$ cat src/rtl/sp_ram_pkg.sv
`default_nettype none
// ============================================================================
//  Module      : sp_ram_pkg
//  Description : Shared types and helpers for the byte-enabled single-port
//                RAM with post-reset zero-fill.
//  Revision    : 1.0  initial release
// ============================================================================
package sp_ram_pkg;

    // Top-level control state: zero-filling the array, or serving accesses
    typedef enum logic [0:0] {
        CLEAR = 1'b0,
        RUN   = 1'b1
    } state_t;

    // Write-response modes
    localparam int WR_RET_NONE = 0;
    localparam int WR_RET_NEW  = 1;
    localparam int WR_RET_OLD  = 2;

    // Number of byte lanes in one word
    function automatic int calc_nb(input int data_width, input int byte_width);
        return data_width / byte_width;
    endfunction

endpackage
`default_nettype wire

$ cat src/rtl/sp_ram_core.sv
`default_nettype none
// ============================================================================
//  Module      : sp_ram_core
//  Description : Storage array with per-lane write merge and a registered,
//                enable-gated read port (read-before-write). The read port
//                can load either the stored word or the merged write word.
//  Revision    : 1.0  initial release
// ============================================================================
module sp_ram_core
    import sp_ram_pkg::*;
#(
    parameter int ADDR_WIDTH = 4,
    parameter int DATA_WIDTH = 32,
    parameter int BYTE_WIDTH = 8
) (
    input  logic                                          clk,
    input  logic                                          rst,
    input  logic                                          en,
    input  logic                                          we,
    input  logic [ADDR_WIDTH-1:0]                         addr,
    input  logic [calc_nb(DATA_WIDTH, BYTE_WIDTH)-1:0]    be,
    input  logic [DATA_WIDTH-1:0]                         wdata,
    input  logic                                          rd_en,
    input  logic                                          ret_new,
    output logic [DATA_WIDTH-1:0]                         q
);

    localparam int DEPTH = 2**ADDR_WIDTH;
    localparam int NB    = calc_nb(DATA_WIDTH, BYTE_WIDTH);

    logic [DATA_WIDTH-1:0] r_mem [DEPTH];
    logic [DATA_WIDTH-1:0] w_old;
    logic [DATA_WIDTH-1:0] w_new;

    assign w_old = r_mem[addr];

    // Merge: enabled lanes take write data, others keep the stored bytes
    generate
        for (genvar i = 0; i < NB; i++) begin : g_lane
            assign w_new[i*BYTE_WIDTH +: BYTE_WIDTH] =
                be[i] ? wdata[i*BYTE_WIDTH +: BYTE_WIDTH]
                      : w_old[i*BYTE_WIDTH +: BYTE_WIDTH];
        end
    endgenerate

    // Array write: the full merged word is stored, so disabled lanes are unchanged
    always_ff @(posedge clk) begin
        if (en && we) begin
            r_mem[addr] <= w_new;
        end
    end

    // Read register: loads only when a response is due, otherwise holds
    always_ff @(posedge clk or posedge rst) begin
        if (rst) begin
            q <= '0;
        end else if (rd_en) begin
            q <= ret_new ? w_new : w_old;
        end
    end

endmodule
`default_nettype wire

$ cat src/rtl/sp_ram_be_clr.sv
`default_nettype none
// ============================================================================
//  Module      : sp_ram_be_clr
//  Description : Single-port synchronous RAM with byte enables, req/ready
//                handshake, read latency 1 or 2, selectable write-return
//                mode and automatic zero-fill of the array after reset.
//  Revision    : 1.0  initial release
// ============================================================================
module sp_ram_be_clr
    import sp_ram_pkg::*;
#(
    parameter int ADDR_WIDTH = 4,
    parameter int DATA_WIDTH = 32,
    parameter int BYTE_WIDTH = 8,
    parameter int RD_LATENCY = 1,
    parameter int WR_RETURN  = 0
) (
    input  logic                                          clk,
    input  logic                                          rst,
    input  logic                                          req,
    input  logic                                          we,
    input  logic [ADDR_WIDTH-1:0]                         addr,
    input  logic [calc_nb(DATA_WIDTH, BYTE_WIDTH)-1:0]    be,
    input  logic [DATA_WIDTH-1:0]                         din,
    output logic                                          ready,
    output logic [DATA_WIDTH-1:0]                         dout,
    output logic                                          dout_valid
);

    localparam int NB = calc_nb(DATA_WIDTH, BYTE_WIDTH);

    state_t                  r_state;
    state_t                  w_state_nxt;
    logic [ADDR_WIDTH-1:0]   r_clr_addr;
    logic                    w_clearing;
    logic                    w_acc;
    logic                    w_resp;
    logic                    w_ret_new;
    logic                    w_core_en;
    logic                    w_core_we;
    logic [ADDR_WIDTH-1:0]   w_core_addr;
    logic [NB-1:0]           w_core_be;
    logic [DATA_WIDTH-1:0]   w_core_wdata;
    logic [DATA_WIDTH-1:0]   w_q;
    logic                    r_v1;

    assign w_clearing = (r_state == CLEAR);
    assign ready      = (r_state == RUN);
    assign w_acc      = req && ready;

    // A response is produced for every read, and for writes unless returns are off
    assign w_resp    = w_acc && (!we || (WR_RETURN != WR_RET_NONE));
    assign w_ret_new = we && (WR_RETURN == WR_RET_NEW);

    // During zero-fill the counter owns the array port
    assign w_core_en    = w_clearing || w_acc;
    assign w_core_we    = w_clearing ? 1'b1 : we;
    assign w_core_addr  = w_clearing ? r_clr_addr : addr;
    assign w_core_be    = w_clearing ? {NB{1'b1}} : be;
    assign w_core_wdata = w_clearing ? '0 : din;

    // State register
    always_ff @(posedge clk or posedge rst) begin
        if (rst) begin
            r_state <= CLEAR;
        end else begin
            r_state <= w_state_nxt;
        end
    end

    // Leave CLEAR on the edge that zeroes the last address
    always_comb begin
        w_state_nxt = r_state;
        if ((r_state == CLEAR) && (r_clr_addr == {ADDR_WIDTH{1'b1}})) begin
            w_state_nxt = RUN;
        end
    end

    // Zero-fill address counter, restarts at 0 after every reset
    always_ff @(posedge clk or posedge rst) begin
        if (rst) begin
            r_clr_addr <= '0;
        end else if (w_clearing) begin
            r_clr_addr <= r_clr_addr + 1'b1;
        end
    end

    // First-stage response valid, aligned with the core read register
    always_ff @(posedge clk or posedge rst) begin
        if (rst) begin
            r_v1 <= 1'b0;
        end else begin
            r_v1 <= w_resp;
        end
    end

    sp_ram_core #(
        .ADDR_WIDTH (ADDR_WIDTH),
        .DATA_WIDTH (DATA_WIDTH),
        .BYTE_WIDTH (BYTE_WIDTH)
    ) u_core (
        .clk     (clk),
        .rst     (rst),
        .en      (w_core_en),
        .we      (w_core_we),
        .addr    (w_core_addr),
        .be      (w_core_be),
        .wdata   (w_core_wdata),
        .rd_en   (w_resp),
        .ret_new (w_ret_new),
        .q       (w_q)
    );

    generate
        if (RD_LATENCY == 2) begin : g_lat2
            logic                  r_v2;
            logic [DATA_WIDTH-1:0] r_dout;

            // Extra output stage; data loads only alongside a valid response
            always_ff @(posedge clk or posedge rst) begin
                if (rst) begin
                    r_v2   <= 1'b0;
                    r_dout <= '0;
                end else begin
                    r_v2 <= r_v1;
                    if (r_v1) begin
                        r_dout <= w_q;
                    end
                end
            end

            assign dout       = r_dout;
            assign dout_valid = r_v2;
        end else begin : g_lat1
            assign dout       = w_q;
            assign dout_valid = r_v1;
        end
    endgenerate

endmodule
`default_nettype wire

$ cat config.mk
export PLATFORM = sky130hd
export DESIGN_NAME = sp_ram_be_clr
export DESIGN_NICKNAME = d
export VERILOG_FILES = /design/src/rtl/sp_ram_pkg.sv /design/src/rtl/sp_ram_core.sv /design/src/rtl/sp_ram_be_clr.sv
export SDC_FILE = /design/constraint.sdc
export NUM_CORES = 1
export LEC_CHECK = 0
export CORE_MARGIN = 4
export CORE_UTILIZATION = 55
export DETAILED_ROUTE_END_ITERATION = 16
export HOLD_SLACK_MARGIN = 0.03
export PLACE_DENSITY = 0.75
export SKIP_CTS_REPAIR_TIMING = 1
export SLEW_MARGIN = 20
export SYNTH_ARGS = -nofsm -noshare
export SYNTH_HDL_FRONTEND = slang
export SYNTH_HIERARCHICAL = 1
export SYNTH_SLANG_ARGS = --single-unit
export TNS_END_PERCENT = 10
$ cat constraint.sdc
create_clock -name clk -period 4.15 [get_ports clk]
set_input_delay 0.415 -clock clk [delete_from_list [all_inputs] [get_ports clk]]
set_output_delay 0.415 -clock clk [all_outputs]
set_load 0.02 [all_outputs]
==> results.md <==
- Register area: 16300 sq um
- Worst Path Max Fanout: 56
- Starting Density: between 50% and 60%
- Grt ovf: 0
- Max_cap viols: 0
- Syn_area_per_cell: slightly below 20 sq um
- Buf+Inv Stages, Crit Path: 3
- CP Cell Sequence: buf_4, mux2_4, buf_4, buf_4, mux4_2, a22o_1, nor2_1, o21ai_1
- Max VDD drop: 0.372 mV
- Inserted Clock Buffers: 54
- Setup CP Type: reg -> reg
- Rows: 72
- Layout cell share with drive strength beyond 1: 24.9%
- IO Count: between 70 and 80
- Antenna Nets Post-Route: 0
- Initial antenna violation count: 0
- Setup violators final: 0
- F_max: 0.278 GHz
- Fin Clk Skew: 14.4 ps
- CTS tree: done
- Power per Cell Area: 478 nW/um^2
- Gate count of the mapped netlist: about 1100
- GRT Resource Usage Total: approximately a quarter
- Levels on crit path: 8
- Highest Signal Layer: met4
- DRT iter0 DRCs: 1322
- DR pass1 iterations: 5
- Final min period: 3600 ps
- Sequential area share after synthesis: 75.3%
- Area grow syn2layout: 16.4%
- Worst-margin pin slew: 1050 ps
- R2R depth: 8
- Dpl hpwl: ~28000 microns
- Clock transition at the registers of the reported paths: 60 ps
- Crit end category: flip-flop
- Seq cells post-synth: 550
- Number of global-route vias before repair: 11800
- Placed cell area: 23500 sq um
- Relative slew slack: 29.2%
- Via density: 6.40
- H-tree depth: 2
- Via count: 11400
- Final hold viol count: 0
- Area of the multi-input gates: 5180 sq um
- Crit start category: flip-flop
- CTS Buffer Depth: 3
- Global-route wire length before repair: between 70000 and 80000 microns
- Met2 wire len: 24200 microns
- Met3 routed wirelength: just under 5000 microns
- WL/cell: 28.2 microns
- # nets final: around 1300
- Number of fill cells: 2517
- Core Util, Final: 65.0%
- Port Buffers: a little under 80
- N_diodes: 0
- Post-synthesis cell area: approximately 22000 sq um
- Largest net degree at the start of global routing: 68
- Die Y: 207 microns
- Detailed-route DRC error count: 0
- Die area: 42700 sq um
- Clk_lat worst skew: 590 ps
- Status: finished clean
- Yosys warnings: 6
- Most used cell along the critical path: buf_4
- GPL Wtd Cong: between 0.7 and 0.8
- Unique masters post-synth: 29
- DRT Wirelength: 50400 microns
- Period utilisation layout: around 87%
- Crit-path slowest cell: mux2_4
- Die Wd: ~210 microns
- CP top delay family: multiplexers
- Hold_ws: 161 ps
- Wl on met1: 19700 microns
- WP data required: 4400 ps
- Hold Crit Class: in -> async
- Leakage: 8.30 nW
- Unrepaired setup endpoints after global routing: false
- Core outline area: 38800 sq um
- Max-slew violations: 0
- Cell area after layout: 25200 sq um
- Max stage delay on crit path: 820 ps
- Clk sinks: between 500 and 600
- Clk Tree Root Cell: clkbuf_16
- Arrival time worst endpoint: 3850 ps
path summary, 6_finish.rpt:
kind | slack, ps | endpoint | from
setup reg to reg | 550 | u_core/r_mem[8][2] | ready
min in group clk | 590 | r_clr_addr[3] | r_clr_addr[3]
max in group asynchronous | 3050 | u_core/q[11] | rst
hold / removal | 160 | r_clr_addr[2] | rst
hold reg to reg | 590 | r_clr_addr[3] | r_clr_addr[3]
setup / recovery | 550 | u_core/r_mem[8][2] | ready
Yosys cell counts, drive strengths merged:
| library cell | n | area share (%) |
|---|---|---|
| dfrtp | 38 | 4.4 |
| nor2 | 47 | 0.95 |
| and2 | 37 | 1.1 |
| xnor2 | 3 | 0.12 |
| nor2b | 34 | 0.98 |
| mux2 | 5 | 0.28 |
| clkbuf | 32 | 0.55 |
| a31oi | 32 | 0.92 |
| ha | 1 | 0.058 |
| inv | 3 | 0.052 |
| edfxtp | 512 | 71 |
| a31o | 1 | 0.040 |
| or3 | 1 | 0.029 |
| buf | 35 | 1.1 |
| mux4 | 128 | 13 |
| a22o | 64 | 2.6 |
| nand4 | 1 | 0.029 |
| conb | 1 | 0.017 |
| nand2b | 12 | 0.35 |
| o21ai | 64 | 1.5 |
| nand2 | 36 | 0.62 |
| nor3 | 4 | 0.092 |
| nand4b | 2 | 0.15 |
cell usage in the layout (no fill, tap or decap), drive strengths merged:
cell / count
clkdlybuf4s50: 77
nand2b: 12
conb: 4
and2: 37
nor2b: 34
buf: 59
bufinv: 6
ha: 1
nor3: 4
or3: 1
o21ai: 64
clkinvlp: 5
a31o: 1
dfrtp: 38
nand4: 1
nor2: 47
xnor2: 3
clkbuf: 63
nand2: 36
edfxtp: 512
inv: 6
mux4: 128
clkinv: 25
mux2: 5
nand4b: 2
a31oi: 32
a22o: 64
kinds of logic (layout without fill, tap and decap cells):
family	Yosys count	count (layout)	share of synthesized area [%]
flip-flops	550	550	75.3
AND/OR/NAND/NOR	174	174	4.27
AO/OA/AOI/OAI	161	161	5.02
multiplexers	133	133	13.6
buffers and inverters	70	241	1.69
XOR/XNOR	3	3	0.121
adder cells (fa/ha/maj)	1	1	0.0577
other	1	4	0.0173
flip-flops by register name, indices dropped and copies added, names as in the netlist:
signal / count
dout_valid: 1
u_core/q: 32
ready: 1
r_clr_addr: 4
u_core/r_mem: 512
stage by stage:
step,instances,setup TNS (ps),setup slack (ps),total power [W]
after floorplan,1096,-13560,-190,0.00695
after global placement,1683,0,411,0.00728
after detailed placement,1683,0,361,0.00731
after CTS,1785,0,568,0.0121
after global routing,1785,0,332,0.0125
final,1785,0,550,0.0121
cell type report:
class / instances / share of cell area [%]
multi-input cells: 476 / 20.5
well taps: 518 / 2.57
clock inverters: 39 / 1.49
repair buffers: 136 / 5.15
clock buffers: 63 / 5.56
flip-flops and latches: 550 / 64.7
inverters: 3 / 0.0446
report_power, final:
part	switching [W]	total, W	internal [W]	leakage [nW]
clock	0.00206	0.00487	0.00281	0.872
sequential	0.0000380	0.00627	0.00624	5.12
combinational	0.000548	0.000932	0.000384	2.31
total	0.00265	0.0121	0.00943	8.30
layer usage:
layer / track usage (%) / vias to the layer above
met5: 0 / -
met4: 7.70 / 0
met3: 4.66 / 111
met2: 39.0 / 680
met1: 35.2 / 5922
li1: - / 4718
Note: power is estimated with default switching activity, not from simulation.
==> patch 1, RTL diff (same settings) <==
`ADDR_WIDTH` is set to 4 in 2 places; all go to 3.
--- a/src/rtl/sp_ram_core.sv
+++ b/src/rtl/sp_ram_core.sv
@@ -9,7 +9,7 @@
 module sp_ram_core
     import sp_ram_pkg::*;
 #(
-    parameter int ADDR_WIDTH = 4,
+    parameter int ADDR_WIDTH = 3,
     parameter int DATA_WIDTH = 32,
     parameter int BYTE_WIDTH = 8
 ) (
--- a/src/rtl/sp_ram_be_clr.sv
+++ b/src/rtl/sp_ram_be_clr.sv
@@ -9,7 +9,7 @@
 module sp_ram_be_clr
     import sp_ram_pkg::*;
 #(
-    parameter int ADDR_WIDTH = 4,
+    parameter int ADDR_WIDTH = 3,
     parameter int DATA_WIDTH = 32,
     parameter int BYTE_WIDTH = 8,
     parameter int RD_LATENCY = 1,
Ports: changed (resized addr); port bits go from 78 to 77. No check against the original RTL was run, so the function may have changed too.
==> patch 1 against the unedited design <==
  * Cell area is 43% lower
  * Clock power is 41% lower
  * Critical path depth shrank 2
  * Global-route usage decreased by 2.1 points
  * Die area shrank 42%
  * Cell count is 32% lower
  * Worst hold slack lost 0.022 ns
  * Sequential power shrank 46%
  * Setup slack better by 0.51 ns
  * Wire length decreased by 45%
  * Combinational power fell by 29%
  * Area after synthesis down 43%
  * Sequential cell count is 257 lower
  * Power down 43%
  * Critical path type unchanged
  * Largest cell class unchanged
==> patch 1: results (changes against the unedited design) <==
metric	value	unit	change
outcome	finished, final reports clean		unchanged
maximum buffer depth of the clock tree	3		unchanged
ANT cells	0		unchanged
placed cell area	13420	um^2	was 23470 um^2
internal power	5403	uW	was 9431 uW
FFs w/ async S/R, synth	0.1263		was 0.06909
initial drt markers	681		was 1322
reg2reg setup slack	1.06	ns	was 0.55 ns
antenna violations before repair	0		unchanged
Largest regs	u_core/r_mem (256), u_core/q (32), r_clr_addr (3)		was u_core/r_mem (512), u_core/q (32), r_clr_addr (4)
nets@finish	959		was 1266
post-detail-place hpwl	16580	um	was 28390 um
cell count after synthesis	824		was 1093
CP max-delay cell	or2_0		was mux2_4
Post-synth EDFFs	256		was 512
DR vias	7293		was 11430
total of warnings raised by yosys	6		unchanged
pin count of the biggest net entering global routing	47		was 68
Worst path max stage delay	0.56	ns	was 0.82 ns
first-pass GRT wire length	42300	um	was 75900 um
gp weighted congestion	0.7561		was 0.7785
Worst Path Max Fanout	14		was 56
fillcell total	1550		was 2517
layout cells sized above 1	0.1163		was 0.2494
CTS H-tree lvls	1		was 2
dominant cells by area after synthesis	edfxtp_1 63%, mux2i_1 9.6%, dfrtp_1 7.6%		was edfxtp_1 71%, mux4_2 13%, dfrtp_1 4.4%
leakage	0.005302	uW	was 0.008303 uW
buffers added on ports	76		was 77
commonest cells in the netlist	256 x edfxtp_1, 117 x mux2i_1, 60 x inv_1, 52 x o22ai_1, 37 x dfrtp_1		was 512 x edfxtp_1, 128 x mux4_2, 64 x a22o_1, 64 x o21ai_1, 38 x dfrtp_1
Max VDD drop	0.3130	mV	was 0.3715 mV
GR Util All Layers	0.2242		was 0.2447
slew margin rel.	0.4507		was 0.2922
final std cells w/o fill	1217		was 1785
Worst-Skew Late Latency	0.53	ns	was 0.59 ns
CTS buffer count	29		was 54
clk slew on worst S/H paths	0.06	ns	about the same
register area share after synthesis	0.7024		was 0.7526
Hold Slack	0.1383	ns	was 0.1606 ns
synth unique cells	40		was 29
Layout Skew	0.01028	ns	was 0.01445 ns
CP arrival	3.33	ns	was 3.85 ns
routed wire length	27490	um	was 50390 um
==> patch 1: changes by cell type in the layout (fill, tap and decap cells not counted), sizes merged, moves of 55 or more <==
cell,change
edfxtp,-256
mux4,-128
mux2i,+117
a22o,-64
o21ai,-58
inv,+55
==> patch 1: cell type report <==
| type | instances | area (um^2) | share of cell area |
|---|---|---|---|
| Multi-Input combinational cell | 422 | 3176 | 0.2195 |
| Timing Repair Buffer | 108 | 1051 | 0.07265 |
| Inverter | 60 | 225.2 | 0.01557 |
| Tap cell | 280 | 350.3 | 0.02422 |
| Sequential cell | 293 | 8613 | 0.5954 |
| Clock buffer | 38 | 769.5 | 0.05319 |
| Clock inverter | 16 | 281.5 | 0.01946 |
==> patch 1: worst paths after layout <==
path	startpoint	end	cells past startpoint
max	ready$_DFFE_PP0P_	u_core/r_mem[7][17]$_DFFE_PP_	6
min	rst	dout_valid$_DFF_PP0_	2
max reg2reg	ready$_DFFE_PP0P_	u_core/r_mem[7][17]$_DFFE_PP_	6
min reg2reg	r_clr_addr[0]$_DFFE_PP0N_	r_clr_addr[0]$_DFFE_PP0N_	1
max in group asynchronous	rst	u_core/q[22]$_DFFE_PP0P_	3
min in group clk	r_clr_addr[0]$_DFFE_PP0N_	r_clr_addr[0]$_DFFE_PP0N_	1
==> patch 1: critical path: cells and delay by family (launching register included) <==
kind / cells / cell delay (ns)
buffers and inverters: 1 / 0.36
flip-flops: 1 / 0.46
multiplexers: 1 / 0.54
AND/OR/NAND/NOR: 2 / 0.64
AO/OA/AOI/OAI: 2 / 0.78
==> patch 1: per-stage QoR <==
stage	worst slack [ns]	power [uW]
after floorplan	0.02110	3816
after CTS	1.122	6919
after global routing	0.9530	7118
final	1.064	6887
after detailed placement	0.8973	4084
after global placement	0.9431	4071
==> patch 1: logic make-up (layout without fill, tap and decap cells) <==
logic type,count (synthesis),count (layout),synth area share
xor+xnor,1,1,0.0007143
flops,293,293,0.7024
buf+inv,112,222,0.04448
compound gates,123,123,0.07020
simple gates,154,154,0.06510
mux,138,138,0.1148
fa+ha+maj,2,2,0.002040
other cells,1,4,0.0003058
==> patch 1: power by group through the flow <==
stage               combinational (uW)  clock (uW)  sequential [uW]
finish                             663        2850             3370
global placement                   642           0             3430
global route                       716        3030             3380
floorplan                          328           0             3490
CTS                                660        2890             3370
detailed placement                 654           0             3430
==> patch 1: per-layer routing <==
layer,part of all wire,track usage,vias to the layer above
li1,-,-,3310
met1,0.42,0.3262,3620
met2,0.48,0.3603,312
met3,0.079,0.03492,51
met4,0.021,0.05612,0
met5,0,0,-
==> patch 2, RTL diff (same settings) <==
Made on the original files. Make the reset (`rst`) synchronous in 5 clocked blocks.
--- a/src/rtl/sp_ram_core.sv
+++ b/src/rtl/sp_ram_core.sv
@@ -51,7 +51,7 @@
     end
 
     // Read register: loads only when a response is due, otherwise holds
-    always_ff @(posedge clk or posedge rst) begin
+    always_ff @(posedge clk) begin
         if (rst) begin
             q <= '0;
         end else if (rd_en) begin
--- a/src/rtl/sp_ram_be_clr.sv
+++ b/src/rtl/sp_ram_be_clr.sv
@@ -60,7 +60,7 @@
     assign w_core_wdata = w_clearing ? '0 : din;
 
     // State register
-    always_ff @(posedge clk or posedge rst) begin
+    always_ff @(posedge clk) begin
         if (rst) begin
             r_state <= CLEAR;
         end else begin
@@ -77,7 +77,7 @@
     end
 
     // Zero-fill address counter, restarts at 0 after every reset
-    always_ff @(posedge clk or posedge rst) begin
+    always_ff @(posedge clk) begin
         if (rst) begin
             r_clr_addr <= '0;
         end else if (w_clearing) begin
@@ -86,7 +86,7 @@
     end
 
     // First-stage response valid, aligned with the core read register
-    always_ff @(posedge clk or posedge rst) begin
+    always_ff @(posedge clk) begin
         if (rst) begin
             r_v1 <= 1'b0;
         end else begin
@@ -117,7 +117,7 @@
             logic [DATA_WIDTH-1:0] r_dout;
 
             // Extra output stage; data loads only alongside a valid response
-            always_ff @(posedge clk or posedge rst) begin
+            always_ff @(posedge clk) begin
                 if (rst) begin
                     r_v2   <= 1'b0;
                     r_dout <= '0;
Formal check against the unedited RTL: no difference found for any inputs over 10 cycles, from zero or initial values and one cycle with rst high; that may be too few to reach the edited logic, so the function may still have changed.
==> patch 2 against the unedited design <==
  * Global-route usage grew 1.6 points
  * Die area grew 11%
  * Sequential cell count is the same
  * Cell area grew 11%
  * Setup slack gained 0.27 ns
  * Wire length grew 24%
  * Utilization shrank 0.40 points
  * Area after synthesis grew 12%
  * Maximum frequency grew 8.1%
  * Power shrank 0.80%
==> patch 2: results (changes against the unedited design) <==
metric	value	unit	change
Hold Slack	0.4908	ns	was 0.1606 ns
Placed Cells incl. Taps	2109		was 1683
gp weighted congestion	0.7948		was 0.7785
Placement Setup Slack	0.4257	ns	was 0.3612 ns
CP endpoint	u_core/r_mem[7][15]$_DFFE_PP_		was u_core/r_mem[8][2]$_DFFE_PP_
Layout Skew	0.02105	ns	was 0.01445 ns
placed cell area	26220	um^2	was 23470 um^2
met2 GRT Util	0.4313		was 0.3897
CP delay by family, top	compound AO/OA/AOI/OAI gates		was multiplexers
Synth Area in Adders	0.0005152		was 0.0005768
slew margin rel.	0.2563		was 0.2922
outcome	finished, final reports clean		unchanged
WL met1	24690	um	was 19710 um
layout cells sized above 1	0.2781		was 0.2494
Compound-Gate Fraction of Synth Area	0.07321		was 0.05024
switching power	2602	uW	was 2645 uW
fillcell total	3028		was 2517
first-pass GRT wire length	92580	um	was 75900 um
DR vias	14490		was 11430
pin count of the biggest net entering global routing	66		was 68
initial drt markers	1815		was 1322
GRT met3 Usage	0.04366		was 0.04656
routed wire length	62550	um	was 50390 um
dominant cells by area after synthesis	edfxtp_1 63%, mux4_2 6.1%, mux2_2 6.1%		was edfxtp_1 71%, mux4_2 13%, dfrtp_1 4.4%
leakage	0.009232	uW	was 0.008303 uW
post-detail-place hpwl	37090	um	was 28390 um
FFs w/ async S/R, synth	0		was 0.06909
CP max-delay cell	o211ai_1		was mux2_4
CP arrival	3.59	ns	was 3.85 ns
Hold Path Class	register to register		was input port to asynchronous set/reset pin
Worst Path Max Fanout	19		was 56
Worst path max stage delay	0.87	ns	was 0.82 ns
Worst-Skew Late Latency	0.61	ns	was 0.59 ns
Critical Path Start	ready$_SDFFE_PP0P_		was ready$_DFFE_PP0P_
met1 usage	0.3567		was 0.3516
Post-Synth XOR/XNOR Area	0.001082		was 0.001211
met2 wire length	30560	um	was 24240 um
met3 WL post-DR	5350	um	was 4870 um
nets@finish	1634		was 1266
synth unique cells	44		was 29
CTS buffer count	55		was 54
vias in the first global route	14930		was 11820
FF/Latch Area	16140	um^2	was 16330 um^2
cell count after synthesis	1457		was 1093
cells on worst reg2reg path	7		was 8
post-synthesis mux area share	0.1805		was 0.1357
==> patch 2: cell count changes after synthesis, sizes merged, moves of 38 or more <==
| cell | change |
|---|---|
| nand2b | +86 |
| mux4 | -62 |
| dfxtp | +38 |
| mux2i | +66 |
| o21ai | -63 |
| a22oi | +62 |
| a22o | -64 |
| dfrtp | -38 |
| mux2 | +186 |
==> patch 2: area by class of cell <==
| class | count | area share |
|---|---|---|
| antenna | 1 | 0.00008929 |
| clock buffer | 78 | 0.05433 |
| clock inverter | 26 | 0.008125 |
| inverter | 9 | 0.001205 |
| multi-input combinational | 800 | 0.2768 |
| sequential | 550 | 0.5758 |
| tap | 585 | 0.02612 |
| timing repair buffer | 173 | 0.05759 |
==> patch 2: power groups by stage <==
stage / clock (uW) / combinational [uW] / sequential [uW]
6_report: 4820 / 1020 / 6140
5_1_grt: 5120 / 1080 / 6140
4_1_cts: 4880 / 1010 / 6130
3_5_place_dp: 0 / 1010 / 6250
3_3_place_gp: 0 / 992 / 6250
2_1_floorplan: 0 / 724 / 6250
